**config.mk**
```make
export PLATFORM = sky130hd
export DESIGN_NAME = game_ctrl
export DESIGN_NICKNAME = d
export VERILOG_FILES = /design/src/rtl/pong_pkg.sv /design/src/rtl/tick_down_counter.sv /design/src/rtl/game_ctrl.sv
export SDC_FILE = /design/constraint.sdc
export NUM_CORES = 1
export LEC_CHECK = 0
export ABC_AREA = 1
export CORE_MARGIN = 3
export CORE_UTILIZATION = 50
export DETAILED_ROUTE_END_ITERATION = 12
export PLACE_DENSITY = 0.79
export SYNTH_ARGS = -nofsm -noshare
export SYNTH_HDL_FRONTEND = slang
export SYNTH_SLANG_ARGS = --single-unit
```
**constraint.sdc**
```tcl
create_clock -name clk -period 5.3 [get_ports clk]
set_clock_uncertainty 0.05 [all_clocks]
set_input_delay 1.06 -clock clk [delete_from_list [all_inputs] [get_ports clk]]
set_output_delay 1.06 -clock clk [all_outputs]
set_load 0.01 [all_outputs]
```
**src/rtl/pong_pkg.sv**
```systemverilog
`default_nettype none
// ============================================================================
// pong_pkg : shared state encoding and field limits for the pong match logic
// Rev 1.0
// ============================================================================
package pong_pkg;

    typedef enum logic [2:0] {
        IDLE  = 3'd0,
        SERVE = 3'd1,
        PLAY  = 3'd2,
        POINT = 3'd3,
        OVER  = 3'd4
    } game_state_t;

    localparam logic [3:0] FIELD_MAX = 4'd15;
    localparam logic [3:0] FIELD_MIN = 4'd0;

    function automatic int max_int(input int a, input int b);
        return (a > b) ? a : b;
    endfunction

endpackage
`default_nettype wire

```
**src/rtl/tick_down_counter.sv**
```systemverilog
`default_nettype none
// ============================================================================
// tick_down_counter : loadable down counter stepped by an enable, stops at zero
// Rev 1.0
// ============================================================================
module tick_down_counter #(
    parameter int WIDTH = 10
) (
    input  logic             clk,
    input  logic             reset,
    input  logic             load,
    input  logic [WIDTH-1:0] load_val,
    input  logic             dec,
    output logic             zero
);

    logic [WIDTH-1:0] count;

    always_ff @(posedge clk or posedge reset) begin
        if (reset) begin
            count <= '0;
        end else if (load) begin
            count <= load_val;
        end else if (dec && (count != '0)) begin
            count <= count - WIDTH'(1);
        end
    end

    assign zero = (count == '0);

endmodule
`default_nettype wire

```
**src/rtl/game_ctrl.sv**
```systemverilog
`default_nettype none
// ============================================================================
// game_ctrl : pong match sequencer (serve / play / point / game-over, scoring)
// Optional macro ATTRACT_EN: ball bounces off both edges while IDLE / OVER.
// Rev 1.0
// ============================================================================
module game_ctrl
    import pong_pkg::*;
#(
    parameter int SERVE_TICKS = 500,
    parameter int POINT_TICKS = 1000,
    parameter int WIN_SCORE   = 9
) (
    input  logic        clk,
    input  logic        reset,
    input  logic        tick,
    input  logic        start,
    input  logic [3:0]  ball_x,
    input  logic [3:0]  ball_y,
    input  logic [15:0] paddle_l,
    input  logic [15:0] paddle_r,
    output logic        ball_run,
    output logic        ball_load,
    output logic        serve_dir,
    output logic        bounce_x,
    output logic [3:0]  score_l,
    output logic [3:0]  score_r,
    output logic [2:0]  state_o,
    output logic        winner
);

    localparam int MAX_TICKS = max_int(SERVE_TICKS, POINT_TICKS);
    localparam int CNT_W     = (MAX_TICKS > 1) ? $clog2(MAX_TICKS) : 1;

    localparam logic [CNT_W-1:0] SERVE_LOAD = CNT_W'(SERVE_TICKS - 1);
    localparam logic [CNT_W-1:0] POINT_LOAD = CNT_W'(POINT_TICKS - 1);
    localparam logic [3:0]       WIN        = 4'(WIN_SCORE);

    game_state_t      state_q, state_n;
    logic             start_q;
    logic             start_rise;
    logic             edge_armed, edge_armed_n;
    logic [3:0]       score_l_n, score_r_n;
    logic             ball_run_n, ball_load_n, bounce_x_n;
    logic             serve_dir_n, winner_n;
    logic             cnt_load, cnt_dec, cnt_zero;
    logic [CNT_W-1:0] cnt_val;
    logic             at_left, at_right;

    assign start_rise = start & ~start_q;
    assign at_left    = (ball_x == FIELD_MIN);
    assign at_right   = (ball_x == FIELD_MAX);
    assign state_o    = state_q;

    tick_down_counter #(
        .WIDTH (CNT_W)
    ) u_delay (
        .clk      (clk),
        .reset    (reset),
        .load     (cnt_load),
        .load_val (cnt_val),
        .dec      (cnt_dec),
        .zero     (cnt_zero)
    );

    always_ff @(posedge clk or posedge reset) begin
        if (reset) begin
            state_q    <= IDLE;
            start_q    <= 1'b0;
            edge_armed <= 1'b1;
            score_l    <= 4'd0;
            score_r    <= 4'd0;
            ball_run   <= 1'b0;
            ball_load  <= 1'b0;
            bounce_x   <= 1'b0;
            serve_dir  <= 1'b0;
            winner     <= 1'b0;
        end else begin
            state_q    <= state_n;
            start_q    <= start;
            edge_armed <= edge_armed_n;
            score_l    <= score_l_n;
            score_r    <= score_r_n;
            ball_run   <= ball_run_n;
            ball_load  <= ball_load_n;
            bounce_x   <= bounce_x_n;
            serve_dir  <= serve_dir_n;
            winner     <= winner_n;
        end
    end

    always_comb begin
        state_n      = state_q;
        edge_armed_n = edge_armed;
        score_l_n    = score_l;
        score_r_n    = score_r;
        ball_run_n   = 1'b0;
        ball_load_n  = 1'b0;
        bounce_x_n   = 1'b0;
        serve_dir_n  = serve_dir;
        winner_n     = winner;
        cnt_load     = 1'b0;
        cnt_val      = SERVE_LOAD;
        cnt_dec      = 1'b0;

        case (state_q)
            IDLE, OVER: begin
                // A start edge outranks a coincident tick: the tick is dropped.
                if (start_rise) begin
                    score_l_n   = 4'd0;
                    score_r_n   = 4'd0;
                    serve_dir_n = 1'b0;
                    ball_load_n = 1'b1;
                    cnt_load    = 1'b1;
                    cnt_val     = SERVE_LOAD;
                    state_n     = SERVE;
                end
`ifdef ATTRACT_EN
                else begin
                    ball_run_n = 1'b1;
                    if (tick) begin
                        if (at_left || at_right) begin
                            if (edge_armed) begin
                                bounce_x_n   = 1'b1;
                                edge_armed_n = 1'b0;
                            end
                        end else begin
                            edge_armed_n = 1'b1;
                        end
                    end
                end
`endif
            end

            SERVE: begin
                if (tick) begin
                    if (cnt_zero) begin
                        state_n    = PLAY;
                        ball_run_n = 1'b1;
                    end else begin
                        cnt_dec = 1'b1;
                    end
                end
            end

            PLAY: begin
                ball_run_n = 1'b1;
                // edge_armed makes each visit to an edge column bounce once only.
                if (tick) begin
                    if (at_left) begin
                        if (edge_armed) begin
                            if (paddle_l[ball_y]) begin
                                bounce_x_n   = 1'b1;
                                edge_armed_n = 1'b0;
                            end else begin
                                score_r_n   = (score_r < WIN) ? score_r + 4'd1 : score_r;
                                serve_dir_n = 1'b0;
                                ball_run_n  = 1'b0;
                                cnt_load    = 1'b1;
                                cnt_val     = POINT_LOAD;
                                state_n     = POINT;
                            end
                        end
                    end else if (at_right) begin
                        if (edge_armed) begin
                            if (paddle_r[ball_y]) begin
                                bounce_x_n   = 1'b1;
                                edge_armed_n = 1'b0;
                            end else begin
                                score_l_n   = (score_l < WIN) ? score_l + 4'd1 : score_l;
                                serve_dir_n = 1'b1;
                                ball_run_n  = 1'b0;
                                cnt_load    = 1'b1;
                                cnt_val     = POINT_LOAD;
                                state_n     = POINT;
                            end
                        end
                    end else begin
                        edge_armed_n = 1'b1;
                    end
                end
            end

            POINT: begin
                if (tick) begin
                    if (cnt_zero) begin
                        if ((score_l == WIN) || (score_r == WIN)) begin
                            state_n  = OVER;
                            winner_n = (score_r == WIN);
                        end else begin
                            ball_load_n  = 1'b1;
                            edge_armed_n = 1'b1;
                            cnt_load     = 1'b1;
                            cnt_val      = SERVE_LOAD;
                            state_n      = SERVE;
                        end
                    end else begin
                        cnt_dec = 1'b1;
                    end
                end
            end

            default: begin
                state_n = IDLE;
            end
        endcase
    end

endmodule
`default_nettype wire
```
# Word level (Yosys, flattened, before mapping)
# Cells that the tools add are included.
# word_totals
register_bits	28
latch_bits	0
ramBits	0
rom_bits	0
in_bits	44
elab_cells	153
mem_count	0
# op_classes
add_sub_neg	3
n_mul	0
div	0
magnitude_cmp	3
n_eq_ne	27
shifts	0
muxes	90
n_bitwise	2
n_reduce_logical	17
# op_table
operator	n
$mux W10	10
$mux W4	12
$mux W1	45
$mux W3	13
$ne A2 B2 Y1 const B	15
$pmux W4 S2	2
$reduce_and A8 Y1	2
$ne A3 B3 Y1 const B	5
$eq A4 B4 Y1 const B	3
$pmux W3 S4	1
$reduce_and A11 Y1	1
$logic_not A10 Y1	1
$reduce_bool A10 Y1	1
$sub A10 B1 Y10 const B	1
$add A4 B1 Y4 const B	2
$bmux W1 S4	2
$lt A4 B4 Y1 const B	2
$pmux W1 S2	4
$reduce_and A7 Y1	1
$eq A3 B2 Y1 const B	2
$reduce_bool A2 Y1	3
$lt A4 B5 Y1 const B	1
$reduce_and A5 Y1	1
$logic_not A4 Y1	1
10 further kinds	11

# Longest topological paths before layout
# depth
ltp_word	9
depth_mapped	15

# By module
# Synthesis repeated with hierarchy kept, for this count alone.
# unflattened
hier_cells	371
area_unflattened_um2	2404.8
# by_module_without_submodules
mod	instances	cells_each	area_per_inst_um2
game_ctrl	1	252	1650.3
tick_down_counter	1	119	754.5

# Least setup slack after synthesis
# No wires, ideal clock.
# synth_timing
path_type	input-to-reg
from	input port ball_y[0]
to	register u_delay.count[4]
arrival_time_ps	2195
path_slack_ps	2937
stages	14
path_cell_list	buf_6 -> inv_6 -> buf_8 -> nand2_2 -> nand3_1 -> nand3_1 -> nand3_2 -> nand3_2 -> a21oi_4 -> nand3_4 -> o21ai_2 -> inv_1 -> nand2_1 -> nand2_1
# synth_via
elab_chain_cells	9
# synth_rtl
element	line	rtl
start, declared	game_ctrl.sv:19	input logic [3:0] ball_y,
$bmux W1 S4	game_ctrl.sv:166	if (paddle_r[ball_y]) begin
$mux W1 (implied by the code)	game_ctrl.sv:166	
$mux W1 / $mux W10 (equally long branches)	game_ctrl.sv:166	
$mux W1 / $mux W10 (equally long branches)	game_ctrl.sv:165	if (edge_armed) begin
$mux W1 / $mux W10 (equally long branches)	game_ctrl.sv:164	end else if (at_right) begin
$mux W1 / $mux W10 (equally long branches)	game_ctrl.sv:150	if (at_left) begin
$mux W1 / $mux W10 (equally long branches)	game_ctrl.sv:149	if (tick) begin
$pmux W1 S3 / $mux W10 (equally long branches)	-	
$mux W10 / $reduce_bool A2 Y1 (equally long branches)	-	
end signal, assigned	tick_down_counter.sv:23	count <= load_val;
end signal, assigned	tick_down_counter.sv:25	count <= count - WIDTH'(1);
end, declared	tick_down_counter.sv:17	logic [WIDTH-1:0] count;
# Several ways; a longest one is shown, not always the timed one. The select of a mux whose other input is x is not followed.
# A chain may end at the register's enable or synchronous reset.

# Final worst setup path
# Same ends and word-level chain as after synthesis.

==> results.json <==
{
  "dieArea_sq_um": 5260,
  "first_iter_violations": 129,
  "cts_buffers": 3,
  "rsz0062_at_grt": "no",
  "die_h_um": 72.6,
  "ant_nets": 0,
  "clock_sink_count": 28,
  "wl_met2_mm": 2.53,
  "yosys-top-cells-count": "nand2_1, inv_1, nand3_1",
  "cp-startpoint": "ball_y[0]",
  "dr.pass1.iters": 4,
  "topRoutingLayerUsed": "met4",
  "vias": 2104,
  "synth_cell_types": 43,
  "dpl.hpwl_mm": 4.22,
  "syn_avg_cell_area_sq_um": 7.24,
  "io_pins": 60,
  "synthTopCellsByArea": "dfrtp_1, nand2_1, inv_1",
  "fin_crit_sh_pct": 57.0,
  "initial_core_util_pct": 53.4,
  "postCtsHoldBufs": 0,
  "chipWidth_um": 72.6,
  "cp_data_arrival_time_ns": 3.15,
  "synth_ff_type": "dfrtp_1",
  "worstHoldPathCells": 2,
  "critPathKind": "in2reg",
  "core-area_sq_um": 4140,
  "synth-edff-count": 0,
  "relSlewSlack_pct": 27.2,
  "endpoint": "u_delay.count[4]",
  "slew_viol_final": 0,
  "start_kind": "primary input",
  "reg2reg_slack_ns": 3.21,
  "cts_buffer_depth": 2,
  "antenna_cells": 0,
  "synth_area_sq_um": 2210,
  "yosysTopAreaCell": "dfrtp_1",
  "p_per_area_nw_per_um2": 287,
  "crit_fanout": 18,
  "outcome": "finished clean",
  "clockRootBuffer": "clkbuf_8",
  "drv_cap": 0,
  "async_flop_share_pct": 100,
  "fmax_mhz": 331,
  "port_buffers": 59,
  "fin_nets": 418,
  "yosysSeqAreaShare_pct": 31.7,
  "hold_viol_final": 0,
  "drive_gt1_share_pct": 12.6,
  "row_count": 23,
  "total_power_mw": 0.829,
  "synth_seq_cells": 28,
  "cellLeakagePower_nw": 1.40,
  "worst_pin_slew_ns": 1.09,
  "grt-ovfl-total": 0,
  "synth_nets": 357,
  "drc": 0,
  "track_usage_pct": 20.6,
  "cp_common_cell": "nand2_1",
  "wl_met1_mm": 2.35,
  "crit_chain": "clkdlybuf4s50_1, inv_6, nand2_1, nand2_1, nand2_1, nand3_1, nand3_2, nand3_2, a21oi_4, nand3_4, o21ai_2, inv_1, nand2_1, nand2_1",
  "required_ns": 5.43,
  "gp_congestion": 0.848,
  "route.detailed.wl_per_inst_um": 12.4,
  "ff2ff_path_depth": 14,
  "syn_inst": 306,
  "min_period_ns": 3.02,
  "insertion_delay_ns": 0.28,
  "path_clk_slew_ns": 0.10,
  "cts_tree": "yes",
  "worstHoldPathType": "reg2reg",
  "crit_slowest_cell": "clkdlybuf4s50_1",
  "syn2layout_area_growth_pct": 30.3,
  "ctsHtreeMaxLevel": 1,
  "grt_pass1_vias": 1953,
  "cts_resized": 0,
  "setup_viol": 0,
  "wl_met3_um": 259,
  "yosys.area.top_type_share_pct": 30.5,
  "ys_warn_count": 0,
  "slowest_delay_ns": 0.91,
  "critPathCaptureType": "flop",
  "post_cts_buffers": 0,
  "final_util_pct": 69.6,
  "r2r_end": "state_o[1]",
  "wl_mm": 5.18,
  "yosys.cell_count.top_type": "nand2_1",
  "r2r-start": "u_delay.count[0]",
  "grt_pass1_wl_mm": 8.75,
  "avgViaCountPerCell": 5.06,
  "antenna_found_initial": 0,
  "grt_max_degree": 29,
  "ir_worst_vdd_uv": 183,
  "setup_tns_ns": 0
}
[cell usage in the layout, fill, tap and decap left out, types with 2 or more instances in the layout]
cell type,instances
ha_1,7
dfrtp_1,27
nand3_2,7
nor4_1,2
nor4_4,2
nor3_1,3
nand2_2,6
inv_1,47
xnor2_1,3
o21ai_0,14
clkdlybuf4s50_1,59
nor2_2,4
nand2_4,2
inv_2,7
nand4_1,7
clkbuf_8,4
nand3_1,30
nand2_1,78
nor2_4,2
nor2_1,20
o21ai_2,2
o21ai_1,3
a21oi_1,7
xor2_1,4
[layer usage]
| layer | up-vias | track usage (%) |
|---|---|---|
| met3 | 4 | 4.99 |
| met1 | 955 | 27.8 |
| met2 | 48 | 33.7 |
| li1 | 1097 | - |
| met5 | - | 0 |
| met4 | 0 | 4.30 |
[critical path: cells and delay by family]
family	cells	cell delay, ns
simple gates	9	0.74
compound gates	2	0.24
buf+inv	3	1.10
[worst min-delay path by stage]
stage                      from               end  slack [ns]
2_1_floorplan  u_delay.count[0]  u_delay.count[0]        0.42
3_3_place_gp   u_delay.count[0]  u_delay.count[0]        0.43
3_5_place_dp          serve_dir         serve_dir        0.44
4_1_cts        u_delay.count[0]  u_delay.count[0]        0.47
5_1_grt               serve_dir         serve_dir        0.50
6_report              serve_dir         serve_dir        0.47
[metrics by stage]
stage               instance area, sq um  cells  setup slack (ns)  hold slack (ns)
finish                              2890    416              2.28            0.468
global route                        2890    416              2.07            0.499
CTS                                 2890    416              2.27            0.475
detailed placement                  2830    412              1.97            0.442
global placement                    2830    412              2.03            0.434
floorplan                           2210    306              2.94            0.415
[flip-flops by register name, summed over array words and instances (netlist names)]
name,flops
serve_dir,1
winner,1
score_r,4
u_delay.count,10
state_o,3
edge_armed,1
start_q,1
bounce_x,1
ball_run,1
score_l,4
ball_load,1
[cells by family (layout without fill, tap and decap cells)]
| family | after synthesis | after routing | share of synthesized area (%) |
|---|---|---|---|
| adders and majority gates | 7 | 7 | 3.95 |
| and+or+nand+nor | 167 | 167 | 38.4 |
| buffers and inverters | 60 | 120 | 11.8 |
| AOI/OAI and AO/OA | 37 | 37 | 11.4 |
| DFF | 28 | 28 | 31.7 |
| xor gates and xnor gates | 7 | 7 | 2.77 |
[power breakdown]
part	leakage (nW)	switching, mW	internal [mW]
Sequential	0.350	0.0593	0.273
Combinational	1.02	0.197	0.167
Clock	0.0288	0.0672	0.0666
[final cells by class]
cell class / count / area (sq um)
clock buffers: 4 / 55.1
fillers: 379 / 1260
inverters: 57 / 223
multi-input cells: 218 / 1250
flip-flops and latches: 28 / 702
well taps: 50 / 62.6
repair buffers: 59 / 591
No activity file was read; power rests on OpenSTA's default activity.
